[config.mk]
export PLATFORM = sky130hd
export DESIGN_NAME = instr_fetch_unit_flat
export DESIGN_NICKNAME = d
export VERILOG_FILES = /design/src/rtl/instr_fetch_unit_pkg.sv /design/src/rtl/instr_fetch_unit_if.sv /design/src/rtl/instr_fetch_unit_queue.sv /design/src/rtl/instr_fetch_unit.sv /design/src/flat_wrapper.sv
export SDC_FILE = /design/constraint.sdc
export NUM_CORES = 1
export LEC_CHECK = 0
export CAP_MARGIN = 20
export CORE_MARGIN = 4
export CORE_UTILIZATION = 55
export DETAILED_ROUTE_END_ITERATION = 7
export PLACE_DENSITY = 0.88
export REMOVE_ABC_BUFFERS = 1
export SLEW_MARGIN = 10
export SYNTH_ARGS = -nofsm -noshare
export SYNTH_HDL_FRONTEND = slang
export SYNTH_HIERARCHICAL = 1
export SYNTH_SLANG_ARGS = --single-unit
[constraint.sdc]
create_clock -name clk_i -period 8 [get_ports clk_i]
set_input_delay 1.6 -clock clk_i [delete_from_list [all_inputs] [get_ports clk_i]]
set_output_delay 1.6 -clock clk_i [all_outputs]
set_load 0.02 [all_outputs]
[src/rtl/instr_fetch_unit_pkg.sv]
// Shared definitions for the instruction fetch unit.
//   NOP_INSTR        : encoding of addi x0,x0,0, shown to ID when nothing is valid
//   DEFAULT_RESET_PC : default first fetch address after reset
//   fetch_entry_t    : one reservation-queue slot {pc, instr, filled}
package instr_fetch_unit_pkg;

  localparam logic [31:0] NOP_INSTR        = 32'h0000_0013;
  localparam logic [31:0] DEFAULT_RESET_PC = 32'h0000_0000;

  typedef struct packed {
    logic [31:0] pc;
    logic [31:0] instr;
    logic        filled;
  } fetch_entry_t;

endpackage

[src/rtl/instr_fetch_unit_if.sv]
// Bus bundle between the fetch unit, instruction memory, EX and ID.
//   imem_req_o/imem_addr_o : fetch request and word address (fetch unit drives)
//   imem_gnt_i             : request accepted this cycle
//   imem_rvalid_i/rdata_i  : in-order responses, one per earlier grant
//   redirect_i/redirect_pc_i : flush and restart fetch at a new target
//   id_valid_o/id_instr_o/id_pc_o/id_ready_i : instruction hand-off to ID
//
// Handshake semantics: an ID transfer happens in exactly the cycle where
// id_valid_o & id_ready_i are both high; while id_valid_o=1 and id_ready_i=0
// the id_* outputs hold stable. A fetch is accepted in exactly the cycle where
// imem_req_o & imem_gnt_i are both high; an ungranted request keeps its
// address stable unless a redirect withdraws it.
interface instr_fetch_unit_if;

  logic        imem_req_o;
  logic [31:0] imem_addr_o;
  logic        imem_gnt_i;
  logic        imem_rvalid_i;
  logic [31:0] imem_rdata_i;
  logic        redirect_i;
  logic [31:0] redirect_pc_i;
  logic        id_valid_o;
  logic [31:0] id_instr_o;
  logic [31:0] id_pc_o;
  logic        id_ready_i;

  modport master (
    output imem_req_o, imem_addr_o, id_valid_o, id_instr_o, id_pc_o,
    input  imem_gnt_i, imem_rvalid_i, imem_rdata_i, redirect_i, redirect_pc_i,
           id_ready_i
  );

  modport slave (
    input  imem_req_o, imem_addr_o, id_valid_o, id_instr_o, id_pc_o,
    output imem_gnt_i, imem_rvalid_i, imem_rdata_i, redirect_i, redirect_pc_i,
           id_ready_i
  );

endinterface

[src/rtl/instr_fetch_unit_queue.sv]
// Reservation FIFO for fetched instructions.
//   alloc      : reserve tail slot for a granted fetch (pc known, instr pending)
//   fill       : write returned instruction into the oldest unfilled slot
//   pop        : retire the head slot
//   flush      : drop everything (redirect)
//   head_*     : head slot contents; NOP/0 when empty
//   occupancy  : allocated slots, unfilled : allocated slots still awaiting data
module instr_fetch_unit_queue
  import instr_fetch_unit_pkg::*;
#(
  parameter int unsigned DEPTH = 4
) (
  input  logic                     clk,
  input  logic                     rst,
  input  logic                     flush,
  input  logic                     alloc,
  input  logic [31:0]              alloc_pc,
  input  logic                     fill,
  input  logic [31:0]              fill_instr,
  input  logic                     pop,
  output logic                     head_valid,
  output logic [31:0]              head_instr,
  output logic [31:0]              head_pc,
  output logic [$clog2(DEPTH):0]   occupancy,
  output logic [$clog2(DEPTH):0]   unfilled
);

  localparam int unsigned AW = $clog2(DEPTH);
  localparam int unsigned CW = AW + 1;

  fetch_entry_t  mem [DEPTH];
  logic [AW-1:0] head_q, tail_q, fill_q;
  logic [CW-1:0] cnt_q, ucnt_q;

  // Pointers and counters; flush simply rewinds everything.
  always_ff @(posedge clk) begin
    if (rst || flush) begin
      head_q <= '0;
      tail_q <= '0;
      fill_q <= '0;
      cnt_q  <= '0;
      ucnt_q <= '0;
    end else begin
      if (alloc) tail_q <= tail_q + AW'(1);
      if (fill)  fill_q <= fill_q + AW'(1);
      if (pop)   head_q <= head_q + AW'(1);
      cnt_q  <= cnt_q  + CW'(alloc) - CW'(pop);
      ucnt_q <= ucnt_q + CW'(alloc) - CW'(fill);
    end
  end

  // Slot storage. The caller never allocates into a full queue and only
  // fills when an unfilled slot exists, so tail and fill never collide.
  always_ff @(posedge clk) begin
    if (!rst && !flush) begin
      if (alloc) begin
        mem[tail_q] <= '{pc: alloc_pc, instr: NOP_INSTR, filled: 1'b0};
      end
      if (fill) begin
        mem[fill_q].instr  <= fill_instr;
        mem[fill_q].filled <= 1'b1;
      end
    end
  end

  assign head_valid = (cnt_q != '0) && mem[head_q].filled;
  assign head_instr = (cnt_q != '0) ? mem[head_q].instr : NOP_INSTR;
  assign head_pc    = (cnt_q != '0) ? mem[head_q].pc    : 32'h0;
  assign occupancy  = cnt_q;
  assign unfilled   = ucnt_q;

endmodule

[src/rtl/instr_fetch_unit.sv]
// IF stage: owns the PC, issues word fetches over req/gnt, buffers in-order
// responses in a reservation queue and presents {instr, pc} to ID.
//   clk_i, rst_i : clock, synchronous active-high reset
//   bus (master) : imem request/response, redirect from EX, ID hand-off
// Responses for fetches that were in flight at a redirect are counted in
// kill_cnt and dropped as they arrive.
module instr_fetch_unit
  import instr_fetch_unit_pkg::*;
#(
  parameter logic [31:0] RESET_PC   = DEFAULT_RESET_PC,
  parameter int unsigned FIFO_DEPTH = 4
) (
  input  logic                clk_i,
  input  logic                rst_i,
  instr_fetch_unit_if.master  bus
);

  localparam int unsigned KW = $clog2(FIFO_DEPTH) + 1;
  localparam logic [KW:0] DEPTH_W = FIFO_DEPTH[KW:0];

  logic [31:0]   pc_q;
  logic [KW-1:0] kill_cnt;
  logic [KW-1:0] occupancy, unfilled;
  logic          head_valid;
  logic [31:0]   head_instr, head_pc;
  logic [KW:0]   credit_used, kill_sum, kill_redirect;
  logic          req, grant, fill, drop, pop;

  // Every granted fetch either sits in the queue or is still owed a response
  // that will be killed, so both count against the queue depth.
  assign credit_used = {1'b0, occupancy} + {1'b0, kill_cnt};
  assign req   = !rst_i && !bus.redirect_i && (credit_used < DEPTH_W);
  assign grant = req && bus.imem_gnt_i;
  assign drop  = bus.imem_rvalid_i && (kill_cnt != '0);
  assign fill  = !bus.redirect_i && bus.imem_rvalid_i && (kill_cnt == '0) && (unfilled != '0);
  assign pop   = !rst_i && head_valid && bus.id_ready_i;

  // At a redirect every unfilled slot becomes a response to kill; a response
  // arriving in the same cycle settles one of the outstanding ones (either a
  // pending kill or the slot it would have filled).
  assign kill_sum      = {1'b0, kill_cnt} + {1'b0, unfilled};
  assign kill_redirect = kill_sum - (KW+1)'(bus.imem_rvalid_i && (kill_sum != '0));

  always_ff @(posedge clk_i) begin
    if (rst_i) begin
      pc_q     <= RESET_PC;
      kill_cnt <= '0;
    end else if (bus.redirect_i) begin
      pc_q     <= {bus.redirect_pc_i[31:2], 2'b00};
      kill_cnt <= kill_redirect[KW-1:0];
    end else begin
      if (grant) pc_q <= pc_q + 32'd4;
      if (drop)  kill_cnt <= kill_cnt - KW'(1);
    end
  end

  instr_fetch_unit_queue #(.DEPTH(FIFO_DEPTH)) u_queue (
    .clk        (clk_i),
    .rst        (rst_i),
    .flush      (bus.redirect_i),
    .alloc      (grant),
    .alloc_pc   (pc_q),
    .fill       (fill),
    .fill_instr (bus.imem_rdata_i),
    .pop        (pop),
    .head_valid (head_valid),
    .head_instr (head_instr),
    .head_pc    (head_pc),
    .occupancy  (occupancy),
    .unfilled   (unfilled)
  );

  assign bus.imem_req_o  = req;
  assign bus.imem_addr_o = pc_q;
  assign bus.id_valid_o  = !rst_i && head_valid;
  assign bus.id_instr_o  = rst_i ? NOP_INSTR : head_instr;
  assign bus.id_pc_o     = rst_i ? 32'h0 : head_pc;

  // A response with nothing to kill and no slot waiting for it is a memory
  // protocol violation; it is ignored by the datapath.
  a_no_orphan_rvalid: assert property (@(posedge clk_i) disable iff (rst_i)
    !(bus.imem_rvalid_i && (kill_cnt == '0) && (unfilled == '0)));

  a_kill_bounded: assert property (@(posedge clk_i) disable iff (rst_i)
    ({1'b0, kill_cnt} <= DEPTH_W));

endmodule

[src/flat_wrapper.sv]
// flat-port wrapper written by rule: the top's interface ports become plain ports
module instr_fetch_unit_flat import instr_fetch_unit_pkg::*;
#(
  parameter logic [31:0] RESET_PC   = DEFAULT_RESET_PC,
  parameter int unsigned FIFO_DEPTH = 4
)
  (clk_i, rst_i, bus_imem_req_o, bus_imem_addr_o, bus_id_valid_o, bus_id_instr_o, bus_id_pc_o, bus_imem_gnt_i, bus_imem_rvalid_i, bus_imem_rdata_i, bus_redirect_i, bus_redirect_pc_i, bus_id_ready_i);
  instr_fetch_unit_if bus_i ();
  input  logic clk_i;
  input  logic rst_i;
  output wire logic [$bits(bus_i.imem_req_o)-1:0] bus_imem_req_o;
  output wire logic [$bits(bus_i.imem_addr_o)-1:0] bus_imem_addr_o;
  output wire logic [$bits(bus_i.id_valid_o)-1:0] bus_id_valid_o;
  output wire logic [$bits(bus_i.id_instr_o)-1:0] bus_id_instr_o;
  output wire logic [$bits(bus_i.id_pc_o)-1:0] bus_id_pc_o;
  input wire logic [$bits(bus_i.imem_gnt_i)-1:0] bus_imem_gnt_i;
  input wire logic [$bits(bus_i.imem_rvalid_i)-1:0] bus_imem_rvalid_i;
  input wire logic [$bits(bus_i.imem_rdata_i)-1:0] bus_imem_rdata_i;
  input wire logic [$bits(bus_i.redirect_i)-1:0] bus_redirect_i;
  input wire logic [$bits(bus_i.redirect_pc_i)-1:0] bus_redirect_pc_i;
  input wire logic [$bits(bus_i.id_ready_i)-1:0] bus_id_ready_i;
  assign bus_imem_req_o = bus_i.imem_req_o;
  assign bus_imem_addr_o = bus_i.imem_addr_o;
  assign bus_id_valid_o = bus_i.id_valid_o;
  assign bus_id_instr_o = bus_i.id_instr_o;
  assign bus_id_pc_o = bus_i.id_pc_o;
  assign bus_i.imem_gnt_i = bus_imem_gnt_i;
  assign bus_i.imem_rvalid_i = bus_imem_rvalid_i;
  assign bus_i.imem_rdata_i = bus_imem_rdata_i;
  assign bus_i.redirect_i = bus_redirect_i;
  assign bus_i.redirect_pc_i = bus_redirect_pc_i;
  assign bus_i.id_ready_i = bus_id_ready_i;
  instr_fetch_unit #(.RESET_PC(RESET_PC), .FIFO_DEPTH(FIFO_DEPTH)) u_core (.clk_i(clk_i), .rst_i(rst_i), .bus(bus_i));
endmodule
Word level (Yosys, flattened, before mapping)
Memory sizes are Yosys's and may differ from the RTL's. A register that Yosys moved wholly into a read port is not among the register bits. Index checks and enable logic that the tools add are counted.

Register bits: 47. RAM bits: 260. Output and inout port bits: 98. Word-level logic and storage cells: 60. Memories: 1.

$add $sub $neg: 12. $lt $le $gt $ge: 1. Multiplexer cells: 16. Reductions and logical operators: 22.

Memory list: u_core.u_queue.mem (words 4, bits a word 65, rd ports 1, clocked after memory_dff 1, write ports 2, RTL line instr_fetch_unit_queue.sv:31) `fetch_entry_t mem [DEPTH];`.

Operators by type and width (count): 2-to-1 mux 32 bit (6); adder 32 x 3 -> 32 bit (second input constant) (1); logical AND 1 bit (11); nonzero test 3 bit (3); subtractor 3 x 1 -> 3 bit (3); adder 3 x 3 -> 4 bit (2); adder 2 x 1 -> 2 bit (second input constant) (3); adder 3 x 1 -> 3 bit (2); 2-to-1 mux 1 bit (6); 2-to-1 mux 3 bit (2); < comparator 4 x 3 -> 1 bit (second input constant) (1); 2-to-1 mux 2 bit (2); nonzero test 2 bit (2); nonzero test 4 bit (1); logical NOT 3 bit (1); subtractor 3 x 1 -> 3 bit (second input constant) (1); logical NOT 1 bit (2); OR reduction 2 bit (1); logical OR 1 bit (1).

Longest topological paths before layout
Depth in word-level cells: 7. Mapped depth: 13. Depth with buffers taken out: 12.

Hierarchy
The synthesis kept the hierarchy.

Modules (own cells, without submodules): instr_fetch_unit_queue (instances 1, cells each 642, area an instance 11579.9 µm², sequential area each 8047.7 µm²); instr_fetch_unit (instances 1, cells each 349, area an instance 2612.5 µm², sequential area each 660.6 µm²).

Least setup slack after synthesis
Ideal clock, no wire load.

Path kind: input -> register. From: input bus_imem_gnt_i. To: memory u_core/u_queue/mem[0][10] (netlist name) (enable). Setup time: 0.375 ns. Arrival: 3.830 ns. Required time: 7.625 ns. Slack: 3.795 ns. Stages on the path: 6. Buffers on the path: 1. Cell sequence: nor4b_4 > nand3_2 > inv_1 > clkbuf_8 > and4bb_1 > or2_2.

RTL lines: start, declared (RTL line flat_wrapper.sv:16) `input wire logic [$bits(bus_i.imem_gnt_i)-1:0] bus_imem_gnt_i;`; end, declared (RTL line instr_fetch_unit_queue.sv:31).

==> results.tsv <==
metric	value	unit
status	finished clean	
mean area per synthesized cell	14.3	sq um
ys async rst share	0	
Syn-to-layout area delta	19.6	%
switching portion of total power	0.220	
FF/Latch Area	8720	sq um
core box area	25300	sq um
vias in the first global route	9253	
FP Rows	58	
Die Area	28400	sq um
YS warnings	6	
worst clock skew	0.00810	ns
fin crit period	5.26	ns
ys flop type	edfxtp_1	
crit-path cells	buf_4 -> mux4_2 -> or2_1 -> or2_2 -> clkdlybuf4s50_1	
Crit-path slowest cell	dfxtp_4	
largest fanout on the critical path	42	
total number of vias	8805	
first-pass GRT wire length	50800	microns
Tightest Pin Transition	1.01	ns
max-slew violations	0	
Setup WS pre-CTS	2.51	ns
Distinct cells, synth	68	
peak supply drop	0.000105	V
Via density	5.89	
1st-iter DRT viols	845	
share of the yosys chip area belonging to registers	0.614	
fmax	190	MHz
Cell Area, Synth	14200	sq um
pwr/cell area	192	nW/um^2
clock sink total	307	
drt total wl	32200	microns
max-cap violations	0	
initial antenna violation count	2	
final core occ	0.672	
Die W	169	microns
area of the multi-input gates	5160	sq um
Routed wire per std cell	21.5	microns
WHS	0.470	ns
WS Path Type	reg2out	
Num CTS Buffers	29	
post-DP HPWL	19200	microns
Starting Density	0.562	
remaining antenna violation count	0	
gr usage total	0.226	
Slew headroom	0.326	
final net count	1241	
crit end category	output pin	
Comb pwr share	0.069	
Detailed Routing Iterations Pass 1	5	
Hold Vio Cnt, Final	0	
largest net degree at the start of global routing	72	
#FFs+latches synth	307	
setup ws final	2.74	ns
Cells after DPL	1444	
Worst Path Arrival	3.66	ns
crit path buf inv count	2	
Root Buffer Master	clkbuf_16	
share of cells above drive strength 1	0.139	
Post-route DRC	0	
hold buffers post-CTS	0	
Leakage	5.64	nW
number of port buffers	163	
clock power share	0.386	
CTS tree	built	
CP required	6.40	ns
H-tree depth	1	
Die Ht	169	microns
FILL cells	1646	
Setup Fix Bufs, Post-CTS	0	
GP Congestion	0.798	
Post-synth EDFFs	256	
Final Cycle Share	0.657	
RSZ-0062 raised after global routing	no	
sequential share of power	0.545	
CTS Buffer Depth	3	
gr ovfl total	0	
reported net switching power	0.000717	W
Mapped Cells	991	
Setup violations, final	0	
Post-CTS Resized	0	
CP peak stage delay	0.92	ns
worst skew pair latency	0.54	ns
non-filler cells, final	1496	
I/O Pins	168	
HP Class	reg2reg	
internal power	0.00254	W
Setup TNS	0	ns
Worst setup SP type	flop	
CTS clk-pin slew, worst paths	0.06	ns
CP top delay family	buffers and inverters	
==> area by class of cell <==
type | count | share of cell area
multi-input combinational | 605 | 0.304
inverter | 26 | 0.00575
sequential | 307 | 0.513
clock inverter | 12 | 0.00420
tap | 330 | 0.0243
antenna | 1 | 0.000147
timing repair buffer | 177 | 0.103
clock buffer | 38 | 0.0460
==> stage by stage <==
stage                     instance area [sq um]  total power, W
after global placement                    16100         0.00202
final                                     17000         0.00326
after detailed placement                  16100         0.00203
after CTS                                 17000         0.00327
after global routing                      17000         0.00336
after floorplan                           13900         0.00191
==> routing by layer <==
metal	GRT usage	wire [microns]
met5	0	8
met4	0.0988	1370
met3	0.0332	2300
met2	0.387	16000
met1	0.289	12500
==> worst paths after layout <==
check                           start                         to  slack [ns]  cells after the start
min          u_core/u_queue/mem[2][0]   u_core/u_queue/mem[2][0]        0.47                      2
max reg2reg        u_core/kill_cnt[2]  u_core/u_queue/mem[3][12]        3.74                      7
min reg2reg  u_core/u_queue/mem[2][0]   u_core/u_queue/mem[2][0]        0.47                      2
max                              flop          bus_id_instr_o[0]        2.74                      5
==> cells in the mapped netlist, drive strengths merged, types with 3 or more instances <==
library cell | count | area [sq um]
dfxtp | 51 | 1020
or3 | 11 | 68.8
o21bai | 4 | 30.0
ha | 22 | 275
nor4 | 3 | 33.8
xnor2 | 10 | 87.6
inv | 26 | 97.6
buf | 21 | 146
and4bb | 4 | 50.1
o21ai | 11 | 55.1
nor3 | 10 | 50.1
nand4 | 10 | 68.8
and2 | 182 | 1140
clkbuf | 41 | 179
a21oi | 19 | 95.1
mux4 | 65 | 1460
nor2 | 29 | 109
and3 | 7 | 43.8
o211ai | 7 | 52.6
fa | 3 | 60.1
nor4b | 4 | 50.1
nand2 | 35 | 134
nor4bb | 4 | 40.0
mux2i | 3 | 30.0
o21a | 4 | 30.0
mux2 | 12 | 135
edfxtp | 256 | 7690
nand3 | 13 | 70.1
or2 | 13 | 81.3
nor2b | 62 | 388
a31oi | 16 | 100
==> worst register-to-register path: stages (launching register included) <==
cell and delay [ns]:
dfxtp_1 0.35, ha_1 0.37, nor4b_4 0.34, nand3_2 0.46, inv_1 0.68, and4bb_2 0.32
buf_4 0.47, or2_2 0.87
==> state kept, by name, summed over array words and instances, names as in the netlist, named ones only <==
| signal | flops |
|---|---|
| u_core/u_queue/mem | 260 |
| u_core/bus.imem_addr_o | 30 |
| u_core/kill_cnt | 3 |
| u_core/u_queue/occupancy | 3 |
| u_core/u_queue/unfilled | 3 |
| u_core/u_queue/fill_q | 2 |
| u_core/u_queue/head_q | 2 |
| u_core/u_queue/tail_q | 2 |
==> power groups by stage <==
stage | Sequential, W | Combinational, W | Clock, W
finish | 0.00177 | 0.000226 | 0.00126
CTS | 0.00177 | 0.000224 | 0.00127
detailed placement | 0.00181 | 0.000223 | 0
global placement | 0.00180 | 0.000217 | 0
floorplan | 0.00181 | 0.0000989 | 0
global route | 0.00178 | 0.000244 | 0.00134
==> cell usage in the layout (no fill, tap or decap), types with 4 or more instances in the layout <==
cell             count
nor3_1              10
clkdlybuf4s50_1    161
clkbuf_16           30
edfxtp_1           256
nand3_1             12
or2_2               10
nor4bb_4             4
conb_1              10
a31oi_1             16
clkinv_2             5
o21ai_0             11
ha_1                22
o21a_1               4
inv_1               26
and4bb_2             4
or3_1               10
and2_1             182
buf_4               14
mux2_2              12
clkbuf_1             8
nor2_1              29
dfxtp_1             49
nor2b_1             62
o211ai_1             7
and3_1               7
xnor2_1             10
o21bai_1             4
nand2_1             34
mux4_2              65
a21oi_1             19
nand4_1              9
==> cells by family (layout without fill, tap and decap cells) <==
family / count (synthesis) / count (layout) / synth area share
compound gates: 82 / 82 / 0.0386
xor+xnor: 14 / 14 / 0.0107
fa+ha+maj: 25 / 25 / 0.0236
buf+inv: 88 / 253 / 0.0298
flops: 307 / 307 / 0.614
mux: 80 / 80 / 0.115
other cells: 1 / 11 / 0.000264
simple gates: 394 / 394 / 0.169
(Power assumes the default switching activity.)
